[src/rtl/ksa.sv]
// RC4 key-scheduling stage: permutes the 256-byte S RAM in place using the captured key.
// Each iteration reads S[i], computes j, reads S[j], then writes both back swapped. One iteration takes 8 cycles.
module ksa #(
    parameter int KEYLEN = 3
) (
    input  logic                  clk,
    input  logic                  rst_n,
    input  logic                  en,
    output logic                  rdy,
    input  logic [8*KEYLEN-1:0]   key,
    output logic [7:0]            s_addr,
    input  logic [7:0]            s_rddata,
    output logic [7:0]            s_wrdata,
    output logic                  s_wren
);

    localparam int KIW = (KEYLEN > 1) ? $clog2(KEYLEN) : 1;

    typedef enum logic [3:0] {
        IDLE  = 4'd0,
        RDI1  = 4'd1,
        RDI2  = 4'd2,
        CALCJ = 4'd3,
        RDJ1  = 4'd4,
        RDJ2  = 4'd5,
        WRI   = 4'd6,
        WRJ   = 4'd7,
        INCR  = 4'd8
    } state_t;

    state_t              state;
    logic [7:0]          i;
    logic [7:0]          j;
    logic [7:0]          si;
    logic [KIW-1:0]      kidx;
    logic [8*KEYLEN-1:0] key_reg;
    logic [7:0]          key_byte;
    logic [7:0]          j_next;

    // kidx tracks i mod KEYLEN incrementally; byte 0 sits in the top byte of the key.
    always_comb begin
        key_byte = key_reg[8*KEYLEN-1 -: 8];
        for (int b = 0; b < KEYLEN; b++) begin
            if (kidx == KIW'(b)) begin
                key_byte = key_reg[8*(KEYLEN-1-b) +: 8];
            end
        end
    end

    assign j_next = j + si + key_byte;

    // Outputs are registered: each branch loads the values the next state presents.
    always_ff @(posedge clk or negedge rst_n) begin
        if (!rst_n) begin
            state    <= IDLE;
            i        <= 8'd0;
            j        <= 8'd0;
            si       <= 8'd0;
            kidx     <= '0;
            key_reg  <= '0;
            rdy      <= 1'b1;
            s_addr   <= 8'd0;
            s_wrdata <= 8'd0;
            s_wren   <= 1'b0;
        end else begin
            rdy      <= 1'b0;
            s_addr   <= 8'd0;
            s_wrdata <= 8'd0;
            s_wren   <= 1'b0;
            case (state)
                IDLE: begin
                    i    <= 8'd0;
                    j    <= 8'd0;
                    kidx <= '0;
                    if (en) begin
                        key_reg <= key;
                        state   <= RDI1;
                        s_addr  <= 8'd0;
                    end else begin
                        rdy <= 1'b1;
                    end
                end
                RDI1: begin
                    state  <= RDI2;
                    s_addr <= i;
                end
                RDI2: begin
                    si    <= s_rddata;
                    state <= CALCJ;
                end
                CALCJ: begin
                    j      <= j_next;
                    state  <= RDJ1;
                    s_addr <= j_next;
                end
                RDJ1: begin
                    state  <= RDJ2;
                    s_addr <= j;
                end
                RDJ2: begin
                    // S[j] goes straight into the write-data register for the S[i] write.
                    state    <= WRI;
                    s_addr   <= i;
                    s_wrdata <= s_rddata;
                    s_wren   <= 1'b1;
                end
                WRI: begin
                    state    <= WRJ;
                    s_addr   <= j;
                    s_wrdata <= si;
                    s_wren   <= 1'b1;
                end
                WRJ: begin
                    state <= INCR;
                end
                INCR: begin
                    if (i == 8'd255) begin
                        state <= IDLE;
                        rdy   <= 1'b1;
                        i     <= 8'd0;
                        j     <= 8'd0;
                        kidx  <= '0;
                    end else begin
                        state  <= RDI1;
                        i      <= i + 8'd1;
                        s_addr <= i + 8'd1;
                        kidx   <= (kidx == KIW'(KEYLEN-1)) ? '0 : kidx + 1'b1;
                    end
                end
                default: begin
                    state <= IDLE;
                    rdy   <= 1'b1;
                end
            endcase
        end
    end

endmodule
[config.mk]
export PLATFORM = sky130hd
export DESIGN_NAME = ksa
export DESIGN_NICKNAME = d
export VERILOG_FILES = /design/src/rtl/ksa.sv
export SDC_FILE = /design/constraint.sdc
export NUM_CORES = 1
export LEC_CHECK = 0
export ABC_AREA = 1
export ABC_CLOCK_PERIOD_IN_PS = 2900
export BUFFER_PORTS_ARGS = -buffer_cell sky130_fd_sc_hd__buf_2
export CORE_UTILIZATION = 59
export CTS_BUF_LIST = sky130_fd_sc_hd__clkbuf_2
export DETAILED_ROUTE_END_ITERATION = 16
export GPL_TIMING_DRIVEN = 0
export PLACE_DENSITY = 0.82
export RECOVER_POWER = 50
export SYNTH_ARGS = -nofsm -noshare
export SYNTH_HDL_FRONTEND = slang
export SYNTH_SLANG_ARGS = --single-unit
[constraint.sdc]
create_clock -name clk -period 2.9 [get_ports clk]
set_input_delay 0.29 -clock clk [delete_from_list [all_inputs] [get_ports clk]]
set_output_delay 0.29 -clock clk [all_outputs]
set_load 0.005 [all_outputs]
### Yosys cells after proc, flatten, opt, wreduce, memory -nomap -nowiden

Cells that the tools add are included.

| storage, ports and cells | value |
|---|---|
| bits of input ports | 35 |
| logic and storage cells | 54 |
| output and inout bits | 18 |
| bits in registers | 72 |

| operators by class | value |
|---|---|
| reductions and logical operators | 9 |
| multiplexer cells | 18 |
| equality and inequality tests | 13 |
| $add $sub $neg | 4 |

Operators with widths:

| kind | number |
|---|---|
| $pmux 4 s9 | 1 |
| $mux 8 | 4 |
| $pmux 8 s2 | 2 |
| $pmux 8 s4 | 1 |
| $pmux 8 s3 | 1 |
| $add 8x8->8 | 2 |
| $eq 4x3->1 const B | 4 |
| $add 8x1->8 const B | 1 |
| $eq 4x2->1 const B | 2 |
| $eq 8x8->1 const B | 1 |
| $reduce_or 7->1 | 1 |
| $reduce_or 2->1 | 3 |
| $eq 4x1->1 const B | 1 |
| $eq 4x4->1 const B | 1 |
| $logic_not 4->1 | 1 |
| $mux 1 | 4 |
| $mux 2 | 2 |
| $mux 4 | 1 |
| $ne 2x2->1 const B | 2 |
| $pmux 2 s2 | 1 |
| $reduce_and 2->1 | 2 |
| $pmux 1 s3 | 1 |
| $reduce_bool 3->1 | 1 |
| $add 2x1->2 const B | 1 |
| other kinds (3) | 3 |

### Longest topological paths before layout

| logic depth | value |
|---|---|
| depth in word-level cells | 5 |
| depth in mapped cells | 17 |
| depth with buffers taken out | 17 |

### Worst setup path after synthesis

No wires, ideal clock.

| timing path | value |
|---|---|
| path type | register to register |
| from | register kidx[0] |
| to | register s_addr[5] |
| clock period less this slack | 2.643 ns |
| data required time | 2.768 ns |
| setup slack | 0.257 ns |
| cell stages (with the launch flop) | 12 |
| buffers on the path | 1 |
| data arrival time | 2.512 ns |
| setup time | 0.132 ns |
| cells stage by stage | dfrtp_1 -> inv_1 -> nand2_2 -> clkbuf_1 -> a31oi_1 -> fa_1 -> ha_1 -> fa_1 -> nand3_1 -> nand2_1 -> o21ai_0 -> nand3b_1 |

| on the way | value |
|---|---|
| cells in the longest elaborated chain, start to end | 5 |
| elaborated cells on any way between the ends | 6 |
| classes of those cells | 1 x add/sub; 2 x eq/ne; 3 x mux |

RTL lines:

| item | line | source |
|---|---|---|
| start, declared | 35 | `logic [KIW-1:0] kidx;` |
| start signal, assigned | 127 | `kidx <= (kidx == KIW'(KEYLEN-1)) ? '0 : kidx + 1'b1;` |
| $eq 2x1->1 | 44 | `if (kidx == KIW'(b)) begin` |
| $mux 8 | 44 |  |
| $mux 8 (*) | 44 |  |
| $add 8x8->8 (*) | 50 | `assign j_next = j + si + key_byte;` |
| $pmux 8 s4 (*) | 70 | `case (state)` |
| end signal, assigned | 85 | `s_addr <= i;` |
| end signal, assigned | 94 | `s_addr <= j_next;` |
| end signal, assigned | 98 | `s_addr <= j;` |
| end, declared | 11 | `output logic [7:0] s_addr,` |

Every way passes the cells marked *; elsewhere a longest branch is shown, timed or not.
A chain may end at the register's enable or synchronous reset.

### Worst setup path in the final report

| timing path | value |
|---|---|
| from | register kidx[0] |
| to | register s_addr[6] |

Same word-level chain as after synthesis.

==> metrics.txt <==
status=finished with violations; failing checks=max-capacitance violations, max-slew violations; drt first-iter violations=224; worst path required time=3.29 ns; Min-Delay Path Class=primary input to flop; RePlAce Congestion=0.884; die width=81.0 um; Critical-path top delay cell=fa_1; H-Tree Depth=3; port bufs=52; Syn Nets=424; Synth Flop Type=dfrtp_1; Hold Violations, Final=0; initial antenna violation count=0; Synth warnings=0; Mapped Area=0.00369 sq mm; Via density=5.60; critical path endpoint category=flop; LEAKAGE=0.00232 uW; CTS Root Buffer Type=clkbuf_2; Final TNS setup=0 ns; Worst Path Class, Setup=flop to flop; Skew-Pair Late Insertion Delay=0.51 ns; final setup vio count=0; final slew viol count=73; crit path DAT=3.15 ns; number of global-route vias before repair=2949; R2R setup slack=0.14 ns; Top Ports=53; global-route usage over all layers=29.2%; Clock Skews=0.0175 ns; Post-synth EDFFs=0; non-filler cells, final=544; share of flip-flops with an asynchronous set or reset=100%; ant diodes=0; peak supply drop=0.726 mV; GRT overflow=0; Syn Inst Count=374; Worst path max stage delay=0.47 ns; CTS Buf Count=9; # rows=28; syn avg cell area=9.86 sq um; total number of vias=3044; WHS=0.0147 ns; fill count=427; worst slew pin tran=1.78 ns; clk sinks=72; P&R area growth vs syn=20.5%; Synth Register Bits=72; Synth area leader=dfrtp_1; Largest register FFs=24; layout cell share with drive strength beyond 1=27.1%; critical path cell sequence=inv_1 -> nand2_4 -> nor2_1 -> a31oi_2 -> fa_1 -> ha_2 -> a21oi_1 -> or2_2 -> nand3_1 -> nand2_1 -> nand3_1 -> nand3_1; die area=0.00657 sq mm; cell mode on critical path=nand3_1; Seq/Total Area, Yosys=48.9%; number of max-cap violations=1; first-pass GRT wire length=13800 um; Reg clk slew, reported paths=0.19 ns; Final Net Count=515; CTS tree=yes; HPWL Detailed=5840 um; PwrDens=1130 mW/mm^2; chip height=81.0 um; Post-DP Area=0.00404 sq mm; Final ANT Viol Nets=0; Critical Path Fanout Max=17; core footprint=0.00599 sq mm; largest net degree at the start of global routing=73; Yosys top cell area share=48.2%; Multi-input gate area=0.00168 sq mm; FMAX=363 MHz; drt total wl=8720 um; Design Area, Final=0.00444 sq mm; post-layout min period=2.76 ns; crit start category=flop; initial core utilization=61.5%; cell count after placement=501; storage element area=0.00180 sq mm; Core Util, Final=74.1%; Max Buffers Root-to-Sink=2; Slew Limit Headroom=-18.6%; number of unique standard cell types used by synthesis=33; drt wl/cell=16.0 um; DRC violations left=0; top cells by area, synth=dfrtp_1 (48%), mux2_4 (8.1%), nand2_1 (8.1%), inv_1 (4.6%), fa_1 (4.3%); First-pass DRT Iterations=5; period utilization=95.1%
==> cells by family (layout without fill, tap and decap cells) <==
kind of cell | after synthesis | in the layout | share of synthesized area, %
fa+ha+maj | 15 | 15 | 6.72
simple gates | 146 | 146 | 18.7
flops | 72 | 72 | 48.9
compound gates | 64 | 64 | 10.4
buf+inv | 53 | 148 | 5.94
mux | 24 | 24 | 9.37
==> cells in the mapped netlist, types with 2 or more instances <==
cell	instances
a21oi_1	10
a31oi_1	6
buf_2	2
buf_6	2
dfrtp_1	71
fa_1	8
ha_1	7
inv_1	45
inv_2	2
mux2_2	4
mux2_4	20
nand2_1	80
nand2_2	4
nand2_4	2
nand3_1	28
nand4_1	5
nor2_1	12
nor2_4	4
nor3_1	5
o2111ai_1	3
o21ai_0	30
o21ai_2	6
o22ai_1	6
or2_2	3
==> cell usage in the layout, fill, tap and decap left out, types with 2 or more instances in the layout <==
cell	count
inv_1	43
nor3_1	5
mux2_2	4
nand3_1	29
buf_2	52
inv_4	2
ha_1	3
o2111ai_1	3
mux2_4	20
nor2_4	2
o21ai_2	6
a31oi_1	3
clkbuf_2	12
nand4_1	5
or2_2	3
buf_4	2
dfrtp_1	71
dlygate4sd3_1	27
o22ai_1	6
fa_1	7
o21ai_0	28
nand2_2	2
a31oi_2	3
a21oi_1	10
buf_6	2
nand2_1	81
o21ai_1	3
nor2_1	14
inv_2	3
ha_2	3
nand2_4	3
==> what timing repair did <==
action	in CTS	in global routing
pin swaps	0	1
hold buffers	27	0
hold endpoints to repair	97	0
gates cloned	0	0
buffers inserted	0	2
endpoints found under the setup margin	6	9
gates resized for setup	2	13
==> stage by stage <==
| step | total power (uW) | setup slack, ns |
|---|---|---|
| 2_1_floorplan | 3590 | 0.257 |
| 3_3_place_gp | 4150 | -0.0732 |
| 5_1_grt | 5410 | -0.0376 |
| 6_report | 5010 | 0.142 |
| 4_1_cts | 4850 | 0.00558 |
| 3_5_place_dp | 4280 | -0.0950 |
==> metal layers <==
metal / up-vias / routed length (um) / global-route usage (%)
li1: 1428 / - / -
met1: 1483 / 3540 / 36.3
met2: 116 / 4600 / 51.0
met3: 17 / 422 / 5.06
met4: 0 / 158 / 10.2
met5: - / 0 / 0
==> power by group <==
part           leakage [uW]  internal, uW  switching [uW]  total, uW
logic               0.00134          1220            1580       2800
clock network     0.0000654           198             344        542
registers          0.000918          1390             274       1670
==> critical path, delay by kind of cell (launching register included) <==
family	cells	cell delay [ns]
AO/OA/AOI/OAI	2	0.30
adder cells (fa/ha/maj)	2	0.87
buffers and inverters	1	0.12
flip-flops	1	0.46
AND/OR/NAND/NOR	7	0.91
==> final timing paths <==
kind,from,endpoint,cells after the start
setup / recovery,kidx[0]$_DFFE_PN0P_,s_addr[6]$_DFF_PN0_,12
hold / removal,s_rddata[4],s_wrdata[4]$_DFF_PN0_,3
setup reg to reg,kidx[0]$_DFFE_PN0P_,s_addr[6]$_DFF_PN0_,12
hold reg to reg,si[6]$_DFFE_PN0P_,si[6]$_DFFE_PN0P_,2
max in group asynchronous,rst_n,j[6]$_DFFE_PN0P_,2
min in group asynchronous,rst_n,s_addr[6]$_DFF_PN0_,2
==> cell type report <==
cell class              count  share of cell area, %
plain buffers               4                  0.704
clock buffers              11                   1.24
clock inverters             4                   1.04
inverters                  48                   4.17
multi-input cells         249                   37.8
flip-flops and latches     72                   40.6
well taps                  75                   2.11
repair buffers             81                   12.3
No activity file was read; power rests on OpenSTA's default activity.
